### src/rtl/game_sequencer_if.sv
// rtl/game_sequencer_if.sv - tick handshake between the game sequencer, snake engine and apple placer
interface game_sequencer_if;
   logic o_tick;
   logic i_tick_done;
   logic i_apple_ready;

   modport master (output o_tick, input i_tick_done, input i_apple_ready);
   modport slave  (input o_tick, output i_tick_done, output i_apple_ready);
endinterface

### src/rtl/game_sequencer.sv
// rtl/game_sequencer.sv - game phase controller gating frames into snake ticks (optional GAME_TICK_WATCHDOG_EN)
module game_sequencer #(
   parameter int unsigned FRAMES_MAX  = 16,
   parameter int unsigned FRAMES_STEP = 2,
   parameter int unsigned WDT_CYCLES  = 255
) (
   input  logic              clk,
   input  logic              rst,
   input  logic              i_restart,
   input  logic              i_start,
   input  logic              i_pause,
   input  logic              i_frame,
   input  logic              i_speed_up,
   input  logic              i_speed_down,
   input  logic              i_failure,
   input  logic              i_success,
   game_sequencer_if.master  eng,
   output logic [2:0]        o_phase,
   output logic [2:0]        o_speed,
   output logic              o_failure,
   output logic              o_success,
   output logic              o_wdt
);
   localparam int CW = $clog2(FRAMES_MAX + 1);

   if ((FRAMES_MAX <= 7 * FRAMES_STEP) || (WDT_CYCLES < 1) || (WDT_CYCLES > 256)) begin : g_cfg_check
      $error("game_sequencer: FRAMES_MAX must exceed 7*FRAMES_STEP and WDT_CYCLES must be 1..256");
   end

   typedef enum logic [2:0] {
      S_IDLE = 3'd0, S_RUN = 3'd1, S_WAIT = 3'd2, S_PAUSE = 3'd3, S_FAIL = 3'd4, S_WIN = 3'd5
   } state_e;

   state_e          state_q, state_d;
   logic [2:0]      speed_q, speed_d;
   logic [CW-1:0]   frame_cnt_q, frame_cnt_d;
   logic            due_q, due_d;
   logic            pause_prev_q;
   logic            pause_pend_q, pause_pend_d;
   logic            tick_q;
   logic            pause_edge, pend_now, issue, wdt_expired, wdt_flag;
   logic            count_en, expire;
   logic [31:0]     cnt_inc, interval;

   assign pause_edge = i_pause & ~pause_prev_q;
   assign pend_now   = pause_pend_q | pause_edge;

`ifdef GAME_TICK_WATCHDOG_EN
   localparam logic [7:0] WDT_LIMIT = 8'(WDT_CYCLES - 1);
   logic [7:0] wdt_cnt_q;
   logic       wdt_q;

   assign wdt_expired = (state_q == S_WAIT) && (wdt_cnt_q == WDT_LIMIT) && !eng.i_tick_done;
   assign wdt_flag    = wdt_q;

   // watchdog: count cycles spent in WAIT, flag a tick that never completed
   always_ff @(posedge clk or posedge rst) begin
      if (rst) begin
         wdt_cnt_q <= 8'd0;
         wdt_q     <= 1'b0;
      end else begin
         wdt_cnt_q <= (state_q == S_WAIT && state_d == S_WAIT) ? wdt_cnt_q + 8'd1 : 8'd0;
         if (i_restart)
            wdt_q <= 1'b0;
         else if (wdt_expired && state_d != S_FAIL && state_d != S_WIN)
            wdt_q <= 1'b1;
      end
   end
`else
   assign wdt_expired = 1'b0;
   assign wdt_flag    = 1'b0;
`endif

   // state register plus speed, frame counter, due flag and pause tracking
   always_ff @(posedge clk or posedge rst) begin
      if (rst) begin
         state_q      <= S_IDLE;
         speed_q      <= 3'd0;
         frame_cnt_q  <= '0;
         due_q        <= 1'b0;
         pause_pend_q <= 1'b0;
         tick_q       <= 1'b0;
         // a held button must not toggle pause once reset releases
         pause_prev_q <= 1'b1;
      end else begin
         state_q      <= state_d;
         speed_q      <= speed_d;
         frame_cnt_q  <= frame_cnt_d;
         due_q        <= due_d;
         pause_pend_q <= pause_pend_d;
         tick_q       <= issue;
         pause_prev_q <= i_pause;
      end
   end

   // next state: restart > failure > success > normal phase flow
   always_comb begin
      state_d = state_q;
      issue   = 1'b0;
      if (i_restart) begin
         state_d = S_IDLE;
      end else if (i_failure && state_q inside {S_RUN, S_WAIT, S_PAUSE}) begin
         state_d = S_FAIL;
      end else if (i_success && state_q inside {S_RUN, S_WAIT, S_PAUSE}) begin
         state_d = S_WIN;
      end else begin
         case (state_q)
            S_IDLE:  if (i_start) state_d = S_RUN;
            S_RUN: begin
               if (due_q && eng.i_apple_ready) begin
                  state_d = S_WAIT;
                  issue   = 1'b1;
               end else if (pause_edge) begin
                  state_d = S_PAUSE;
               end
            end
            S_WAIT:  if (eng.i_tick_done || wdt_expired) state_d = pend_now ? S_PAUSE : S_RUN;
            S_PAUSE: if (pause_edge) state_d = S_RUN;
            default: state_d = state_q;
         endcase
      end
   end

   // speed, frame interval bookkeeping and the deferred pause request
   always_comb begin
      speed_d = speed_q;
      case ({i_speed_up, i_speed_down})
         2'b10:   if (speed_q != 3'd7) speed_d = speed_q + 3'd1;
         2'b01:   if (speed_q != 3'd0) speed_d = speed_q - 3'd1;
         default: speed_d = speed_q;
      endcase

      interval = FRAMES_MAX - ({29'd0, speed_q} * FRAMES_STEP);
      cnt_inc  = {{(32-CW){1'b0}}, frame_cnt_q} + 32'd1;
      count_en = i_frame && (state_q == S_RUN || state_q == S_WAIT);
      expire   = count_en && (cnt_inc >= interval);

      frame_cnt_d  = frame_cnt_q;
      due_d        = (due_q & ~issue) | expire;
      pause_pend_d = pause_pend_q;
      if (i_restart) begin
         frame_cnt_d  = '0;
         due_d        = 1'b0;
         pause_pend_d = 1'b0;
      end else begin
         if (expire)
            frame_cnt_d = '0;
         else if (count_en)
            frame_cnt_d = cnt_inc[CW-1:0];
         if (state_q == S_WAIT && state_d != S_WAIT)
            pause_pend_d = 1'b0;
         else if (pause_edge && (issue || state_q == S_WAIT))
            pause_pend_d = 1'b1;
      end
   end

   // outputs are direct views of registered state
   always_comb begin
      o_phase    = state_q;
      o_speed    = speed_q;
      o_failure  = (state_q == S_FAIL);
      o_success  = (state_q == S_WIN);
      o_wdt      = wdt_flag;
      eng.o_tick = tick_q;
   end
endmodule
### src/flat_wrapper.sv
// flat-port wrapper written by rule: the top's interface ports become plain ports
module game_sequencer_flat 
#(
   parameter int unsigned FRAMES_MAX  = 16,
   parameter int unsigned FRAMES_STEP = 2,
   parameter int unsigned WDT_CYCLES  = 255
)
  (clk, rst, i_restart, i_start, i_pause, i_frame, i_speed_up, i_speed_down, i_failure, i_success, o_phase, o_speed, o_failure, o_success, o_wdt, eng_o_tick, eng_i_tick_done, eng_i_apple_ready);
  game_sequencer_if eng_i ();
  input  logic clk;
  input  logic rst;
  input  logic i_restart;
  input  logic i_start;
  input  logic i_pause;
  input  logic i_frame;
  input  logic i_speed_up;
  input  logic i_speed_down;
  input  logic i_failure;
  input  logic i_success;
  output logic [2:0] o_phase;
  output logic [2:0] o_speed;
  output logic o_failure;
  output logic o_success;
  output logic o_wdt;
  output wire logic [$bits(eng_i.o_tick)-1:0] eng_o_tick;
  input wire logic [$bits(eng_i.i_tick_done)-1:0] eng_i_tick_done;
  input wire logic [$bits(eng_i.i_apple_ready)-1:0] eng_i_apple_ready;
  assign eng_o_tick = eng_i.o_tick;
  assign eng_i.i_tick_done = eng_i_tick_done;
  assign eng_i.i_apple_ready = eng_i_apple_ready;
  game_sequencer #(.FRAMES_MAX(FRAMES_MAX), .FRAMES_STEP(FRAMES_STEP), .WDT_CYCLES(WDT_CYCLES)) u_core (.clk(clk), .rst(rst), .i_restart(i_restart), .i_start(i_start), .i_pause(i_pause), .i_frame(i_frame), .i_speed_up(i_speed_up), .i_speed_down(i_speed_down), .i_failure(i_failure), .i_success(i_success), .eng(eng_i), .o_phase(o_phase), .o_speed(o_speed), .o_failure(o_failure), .o_success(o_success), .o_wdt(o_wdt));
endmodule
### config.mk
export PLATFORM = sky130hd
export DESIGN_NAME = game_sequencer_flat
export DESIGN_NICKNAME = d
export VERILOG_FILES = /design/src/rtl/game_sequencer_if.sv /design/src/rtl/game_sequencer.sv /design/src/flat_wrapper.sv
export SDC_FILE = /design/constraint.sdc
export NUM_CORES = 1
export LEC_CHECK = 0
export ABC_AREA = 1
export CORE_AREA = 2 2 49 51
export DETAILED_ROUTE_END_ITERATION = 7
export DIE_AREA = 0 0 51 53
export PLACE_DENSITY_LB_ADDON = 0.3
export SLEW_MARGIN = 20
export SYNTH_ARGS = -nofsm -noshare
export SYNTH_HDL_FRONTEND = slang
export SYNTH_SLANG_ARGS = --single-unit
### constraint.sdc
create_clock -name clk -period 4.1 [get_ports clk]
set_clock_uncertainty 0.1 [all_clocks]
set_input_delay 0.82 -clock clk [delete_from_list [all_inputs] [get_ports clk]]
set_output_delay 0.82 -clock clk [all_outputs]
set_load 0.02 [all_outputs]
# Word-level counts from Yosys, hierarchy flattened
# Index checks and enable logic that the tools add are counted.
# op_classes
reduce_logical	16
eq_ne	11
mux	25
bitwise	6
addsub	4
magnitude_cmp	1
# op_table
cell	count
32-bit greater-or-equal comparator	1
3-bit two-way mux	10
5-bit two-way mux	3
3-bit case mux with 4 select lines	1
3-bit nonzero test	4
1-bit two-way mux	9
1-bit logical AND	7
5-bit by 1-bit adder with 6-bit output (second input constant)	1
3-bit by 2-bit == test with 1-bit output (second input constant)	2
3-bit == test (second input constant)	2
3-bit case mux with 2 select lines	1
5-bit by 4-bit subtractor with 6-bit output (first input constant)	1
2-bit by 1-bit inequality test with 1-bit output (second input constant)	2
3-bit by 1-bit adder with 3-bit output (second input constant)	1
3-bit by 1-bit == test with 1-bit output (second input constant)	1
3-bit zero test	1
3-bit by 2-bit inequality test with 1-bit output (second input constant)	1
3-bit inequality test (second input constant)	1
3-bit AND reduction	1
3-bit by 1-bit subtractor with 3-bit output (second input constant)	1
1-bit AND	2
2-bit by 1-bit == test with 1-bit output (second input constant)	1
2-bit == test (second input constant)	1
1-bit logical OR	2
other kinds (4)	6
# word_totals
reg_bits	15
elab_cells	70
output_inout_bits	10
inputBits	12

# Depth between registers and ports, before layout
# Gate-level depths: netlist (run 1).
# logic_depth
word_depth	13
depth_mapped	11
ltp_nobuf	11

# Worst setup path after synthesis (run 1)
# Ideal clock, no wire load.
# synth_path
kind	reg-to-reg
start	register u_core.speed_q[0] (netlist: u_core.o_speed[0])
end	register u_core.due_q
arrival_ns	1.944
period_less_slack_ns	2.161
path_stages_with_launch	12
t_required_ns	3.883
n_path_buf	0
setup_ns	0.117
path_slack_ns	1.939
cell_sequence	dfrtp_1 inv_1 ha_1 ha_1 inv_1 ha_1 a21oi_1 o21ai_0 nand3_1 nand3_1 nand2_1 nand2_1
# synth_between
elab_chain_len	5
# synth_lines
item	line	text
start: declaration	game_sequencer.sv:35	logic [2:0] speed_q, speed_d;
start signal: assignment	game_sequencer.sv:87	speed_q <= speed_d;
5-bit by 4-bit subtractor with 6-bit output	game_sequencer.sv:133	interval = FRAMES_MAX - ({29'd0, speed_q} * FRAMES_STEP);
32-bit greater-or-equal comparator	game_sequencer.sv:136	expire = count_en && (cnt_inc >= interval);
1-bit logical AND	game_sequencer.sv:136	
1-bit OR	game_sequencer.sv:139	due_d = (due_q & ~issue) | expire;
1-bit two-way mux	game_sequencer.sv:141	if (i_restart) begin
net u_core.due_d	game_sequencer.sv:37	logic due_q, due_d;
end signal: assignment	game_sequencer.sv:89	due_q <= due_d;
end: declaration	game_sequencer.sv:37	
# The timed path passes the listed nets, and every way through them passes these cells.
# A chain may end at the register's enable or synchronous reset.

# Final worst setup path (run 1)
# layout_path
start	register u_core.state_q[1] (netlist: u_core.o_phase[1])
end	output port o_failure
# layout_between
elab_chain_len	1
# layout_lines
item	line	text
start: declaration	game_sequencer.sv:34	state_e state_q, state_d;
start signal: assignment	game_sequencer.sv:86	state_q <= state_d;
3-bit == test	game_sequencer.sv:161	o_failure = (state_q == S_FAIL);
end: declaration	flat_wrapper.sv:22	output logic o_failure;
# No other way between the ends.

==> results of run 1 <==
-- flip-flops by register name (all words and copies together) (netlist names) --
register,cells
u_core.due_q,1
u_core.pause_prev_q,1
u_core.frame_cnt_q,5
u_core.o_phase,3
u_core.eng.o_tick,1
u_core.o_speed,3
u_core.pause_pend_q,1
-- power groups by stage --
stage	Clock (mW)	Sequential, mW	Combinational (mW)
6_report	0.0855	0.212	0.335
4_1_cts	0.0867	0.213	0.340
2_1_floorplan	0	0.234	0.210
3_3_place_gp	0	0.213	0.330
3_5_place_dp	0	0.215	0.338
5_1_grt	0.0916	0.217	0.388
-- cell families (layout without fill, tap and decap cells) --
group	count (synthesis)	in the layout	synth area share [%]
other cells	1	1	0.335
flops	15	15	33.7
xor+xnor	6	6	4.70
simple gates	76	76	30.8
compound gates	13	13	7.16
fa+ha+maj	9	9	10.7
buf+inv	31	53	12.6
-- cell type report --
class	instances	share of cell area [%]
flip-flops and latches	15	27.6
well taps	28	2.57
clock buffers	3	1.65
clock inverters	1	0.367
repair buffers	20	14.7
inverters	29	9.00
multi-input cells	105	44.1
-- cells in the final DEF, fill, tap and decap left out, types with 2 or more instances in the layout --
cell	instances
nor2_4	3
inv_1	23
ha_1	8
nor2_1	14
dfrtp_1	14
o22ai_1	3
xor2_1	6
nand2_1	40
nand3_2	2
o21ai_1	2
inv_2	5
nand3_1	14
a21oi_1	4
clkbuf_4	3
clkdlybuf4s50_1	20
o21ai_2	2
-- tightest hold or removal path, delay by kind of cell, from the launching register on --
family        cells  cell delay, ns
flops             1            0.37
simple gates      2            0.14
-- per-layer routing --
metal  vias up  wire, µm
met2        19      1030
met1       454       999
met5         -         0
met3         4        84
li1        506         -
met4         0        22
-- worst max path at each step --
| stage | to | slack, ns | from |
|---|---|---|---|
| floorplan | u_core.due_q | 1.94 | u_core.o_speed[0] |
| global placement | u_core.o_speed[2] | 1.57 | i_speed_down |
| detailed placement | u_core.o_speed[2] | 1.52 | i_speed_down |
| CTS | o_failure | 1.42 | u_core.o_phase[1] |
| global route | o_failure | 1.32 | u_core.o_phase[1] |
| finish | o_failure | 1.42 | u_core.o_phase[1] |
==> impl_results.md, run 1 <==
* Run status: finished clean
* IO Count at 22
* Hold path startpoint: u_core.due_q
* Met1 GRT Util at 24.1%
* Latest clock arrival within the worst-skew pair at 0.29 ns
* Mapped Area at 1120 µm²
* # diodes at 0
* Total gr overflow at 0
* Sink Count at 15
* Final Power at roughly 630 µW
* Max VDD drop at 0.260 mV
* Syn_nets at 172
* Worst setup SP type: register
* Critical Path Max Stage Delay at 0.60 ns
* Sequential power share at 33.6%
* Clk root buf: clkbuf_4
* FILL cells at roughly 190
* Die Y at 53 µm
* Clock power share at between 10% and 20%
* Sw Share at 44.4%
* Initial Utilization at 52.1%
* Crit Path Class: reg -> out
* Worst R2R End: u_core.due_q
* Reg area at 377 µm²
* Hold Path Stages at 2
* IO buf count at 20
* FF-to-FF path depth at 11
* GR peak layer: met2
* Hold buffers post-CTS at 0
* Worst slew margin at 63.7%
* Combinational share of power at 52.9%
* DRC Markers at 0
* First-pass DRT Iterations at 5
* Final Setup Violations at 0
* P per Cell Area at 464 nW/µm²
* Average wire per cell in the routed design at 10.6 µm
* Worst hold path class: reg -> reg
* First-pass GRT wire length at 3.81 mm
* Slew @ Worst Pin at 0.544 ns
* Final worst slack at 1.42 ns
* Met2 Usage GRT at 31.6%
* Row Count at 17
* Mapped Cells at 151
* Largest cells by area after synthesis: dfrtp_1 31%, nand2_1 13%, ha_1 8.9%
* Placed instance area at 1340 µm²
* Fin area at 1360 µm²
* RD Place Congestion at 0.873
* #FFs+latches synth at 15
* Global-route usage over all layers at 18.8%
* F_max at 374 MHz
* Die Footprint at 2700 µm²
* Initial antenna violation count at 0
* Multi-input logic area at 601 µm²
* Setup Buffers After CTS at 0
* Largest net degree at the start of global routing at 16
* CP Buf/Inv Count at 2
* Hold_ws at approximately 0.44 ns
* Post-Place Cells at 197
* Final period util at 65.3%
* Minimum clock period at between 2 and 3 ns
* EDFF count, synth at 0
* CTS Buffer Depth at 2
* DR vias at 983
* Remaining antenna violation count at 0
* Final Max Tran Viols at 0
* Crit path required time at 3.18 ns
* Final core occ at 63.4%
* Crit end category: output pin
* CP max FO at 9
* GR Util met3 at 5.08%
* Core Region at 2150 µm²
* Layout cells sized above 1 at 11.6%
* CP arrival at 1.76 ns
* Pleak at approximately 0.73 nW
* P_sw at between 200 and 300 µW
* Crit path depth at 4
* Pre-CTS WS at 1.52 ns
* Crit-path cells: nor2_2 > inv_2 > nor2_1 > clkdlybuf4s50_1
* Slowest stage cell, crit path: clkdlybuf4s50_1
* Sequential share of the synthesized area at about a third
* Internal power at 352 µW
* Cts bufs inserted at 3
* Die W at 51 µm
* Setup slack, reg-to-reg at roughly 1.9 ns
* Top cells by count, synth: 40 x nand2_1, 23 x inv_1, 14 x dfrtp_1, 14 x nand3_1, 14 x nor2_1
* Area Overhead vs Synth at 21.8%
* Vias in the first global route at 898
* Nets@finish at 195
* Yosys cell types at 25
* Share of the synthesized area in the top cell type at 31.3%
* Synth Area per Inst at 7.41 µm²
* WHS Endpoint: u_core.due_q
* Setup TNS at 0 ns
* Top delay family on crit path: buffers and inverters
* CTS H-Tree Depth at 1
* Cell with the most instances after synthesis: nand2_1
* Max-cap violations at 0
* CTS tree: built
* Finished Layout Cells at 201
* Hpwl dp at 1.73 mm
* Final hold violation count at 0
* Worst R2R Start: u_core.o_speed[0]
* Starting DRC count in detailed routing at 17
* Post-synth top area cell: dfrtp_1
* Async set or reset register ratio after synthesis at 100%
* RSZ-0062 raised after global routing: false
* YS warnings at 0
* Clock slew at reported path FFs at 0.09 ns
* Post-synth top flop: dfrtp_1
* Vias/cell at 4.89
* Post_cts resized at 0
* Total Wirelength at 2.14 mm
No activity file was read; power rests on OpenSTA's default activity.
==> run 2: changes to the inputs <==
Settings changed: CORE_AREA 2 2 49 51 to 2 2 50 52, DIE_AREA 0 0 51 53 to 0 0 52 54.
Clock period 4.1 ns to 2.8 ns, I/O delays scaled along.
==> run 2 against run 1 <==
Against the previous run:
- setup slack got worse by 1.1 ns
- final cell count increased by 1.0%
- flip-flop and latch count did not move
- sequential share of layout area about the same
- combinational power grew 47%
- wire length increased by 0.61%
- total power grew 47%
- worst hold slack got worse by 0.021 ns
- global-route usage is 0.92 points lower
- register-to-register slack worse by 1.3 ns
- utilization shrank 4.6 points
- first-iteration DRC count decreased by 5.9%
==> impl_results.md, run 2 (same netlist as run 1, synthesis figures left out) <==
* F_max at approximately 410 MHz
* Finished Layout Cells at 203 (was 201)
* RSZ-0062 raised after global routing: false (unchanged)
* Initial antenna violation count at 0 (unchanged)
* Final Max Tran Viols at 0 (unchanged)
* FF-to-FF path depth at 10 (was 11)
* Register bank with the most flops: u_core.frame_cnt_q (unchanged)
* Hold Path Stages at 2 (unchanged)
* Crit Path Class: reg -> out (unchanged)
* Clk root buf: clkbuf_4 (unchanged)
* Latest clock arrival within the worst-skew pair at 0.28 ns (was 0.29 ns)
* Run status: finished clean (unchanged)
* FILL cells at 208 (was 187)
* # diodes at 0 (unchanged)
* Crit end category: output pin (unchanged)
* Hpwl dp at 1.71 mm (was 1.73 mm)
* Worst hold path class: reg -> reg (unchanged)
* P per Cell Area at 680 nW/µm² (was 464 nW/µm²)
* Die Footprint at 2810 µm² (was 2700 µm²)
* Setup Buffers After CTS at 0 (unchanged)
* Post_cts resized at 0 (unchanged)
* RD Place Congestion at 0.787 (was 0.873)
* Core Region at 2320 µm² (was 2150 µm²)
* Slew @ Worst Pin at 0.568 ns (was 0.544 ns)
* Post-Place Cells at 199 (was 197)
* Final period util at 86.7%
* Hold buffers post-CTS at 0 (unchanged)
* Max VDD drop at 0.418 mV (was 0.260 mV)
* Layout cells sized above 1 at 11.0% (was 11.6%)
* Max reg flops at 5 (unchanged)
* Sink Count at 15 (unchanged)
* Most common cell after layout, fill and taps aside: nand2_1 (unchanged)
* Row Count at 18 (was 17)
* DR vias at 962 (was 983)
* Initial Utilization at 48.2% (was 52.1%)
* CTS Buffer Depth at 2 (unchanged)
* Worst setup SP type: register (unchanged)
* Vias/cell at 4.74 (was 4.89)
* Pre-CTS WS at 0.454 ns (was 1.52 ns)
* IO buf count at 20 (unchanged)
* Nets@finish at 195 (unchanged)
* Largest net degree at the start of global routing at 16 (unchanged)
* Area Overhead vs Synth at 21.9% (was 21.8%)
* Total Wirelength at 2.15 mm (was 2.14 mm)
* CTS tree: built (unchanged)
* Minimum clock period at approximately 2.4 ns
* Total gr overflow at 0 (unchanged)
* Max-cap violations at 0 (unchanged)
* Cts bufs inserted at 3 (unchanged)
* Global-route usage over all layers at 17.9% (was 18.8%)
* First-pass DRT Iterations at 4 (was 5)
* Clock slew at reported path FFs at 0.09 ns (about the same)
* CP max FO at 9 (unchanged)
* First-pass GRT wire length at 3.69 mm (was 3.81 mm)
* CP arrival at 1.77 ns (was 1.76 ns)
* DRC Markers at 0 (unchanged)
* Starting DRC count in detailed routing at 16 (was 17)
* Most frequent cells in the layout: 40 x nand2_1, 23 x inv_1, 20 x clkdlybuf4s50_1 (unchanged)
* Final Setup Violations at 0 (unchanged)
* Die Y at 54 µm (was 53 µm)
* Setup TNS at 0 ns (unchanged)
* Worst slew margin at 62.1% (was 63.7%)
* Die W at 52 µm (was 51 µm)
* Final worst slack at 0.372 ns (was 1.42 ns)
* Final hold violation count at 0 (unchanged)
* IO Count at 22 (unchanged)
* Vias in the first global route at 883 (was 898)
* Average wire per cell in the routed design at 10.6 µm (about the same)
* Remaining antenna violation count at 0 (unchanged)
* Crit path required time at 2.14 ns (was 3.18 ns)
* Pleak at 0.723 nW (was 0.726 nW)
* CTS H-Tree Depth at 1 (unchanged)
[run 2: cell types whose count changed in the layout (fill, tap and decap cells not counted), sizes merged]
cell    previous run  this run
clkbuf             3         4
clkinv             1         0
[run 2: layout make-up]
cell class / count / area (µm²) / area share [%]
clock buffers: 4 / 26.3 / 1.93
multi-input cells: 105 / 601 / 44.0
inverters: 29 / 123 / 8.99
repair buffers: 20 / 200 / 14.7
well taps: 30 / 37.5 / 2.75
flip-flops and latches: 15 / 377 / 27.6
[run 2: metal layers]
metal	up-vias	global-route usage (%)	share of wire (%)
met3	2	3.33	2.6
met4	0	7.89	0.74
met2	14	30.0	49
met1	441	22.4	48
met5	-	0	0
li1	505	-	-
[run 2: final timing paths]
kind / start / to / slack, ns
max in group asynchronous: rst / u_core.pause_prev_q / 1.69
min in group asynchronous: rst / u_core.o_speed[1] / 0.53
worst min register to register: u_core.due_q / u_core.due_q / 0.42
worst min-delay path: u_core.due_q / u_core.due_q / 0.42
worst max-delay path: u_core.o_phase[1] / o_failure / 0.37
worst max register to register: u_core.o_speed[0] / u_core.frame_cnt_q[2] / 0.54
[run 2: through the flow]
step           hold slack [ns]  total power [mW]  util (%)  area, µm²
3_5_place_dp             0.403             0.812      57.7       1340
3_3_place_gp             0.415             0.797      57.7       1340
5_1_grt                  0.486              1.03      58.8       1360
4_1_cts                  0.426             0.938      58.8       1360
6_report                 0.418             0.927      58.8       1360
2_1_floorplan            0.361             0.649         -       1120
[run 2: critical path, cell delays in order (launching register included)]
cell and delay (ns):
dfrtp_1 0.50, nor2_2 0.24, inv_2 0.06, nor2_1 0.08
clkdlybuf4s50_1 0.60
[run 2: power by group]
part           internal, mW  switching [mW]  total (mW)
clock network        0.0553          0.0686       0.124
logic                 0.205           0.288       0.493
registers             0.256          0.0545       0.311
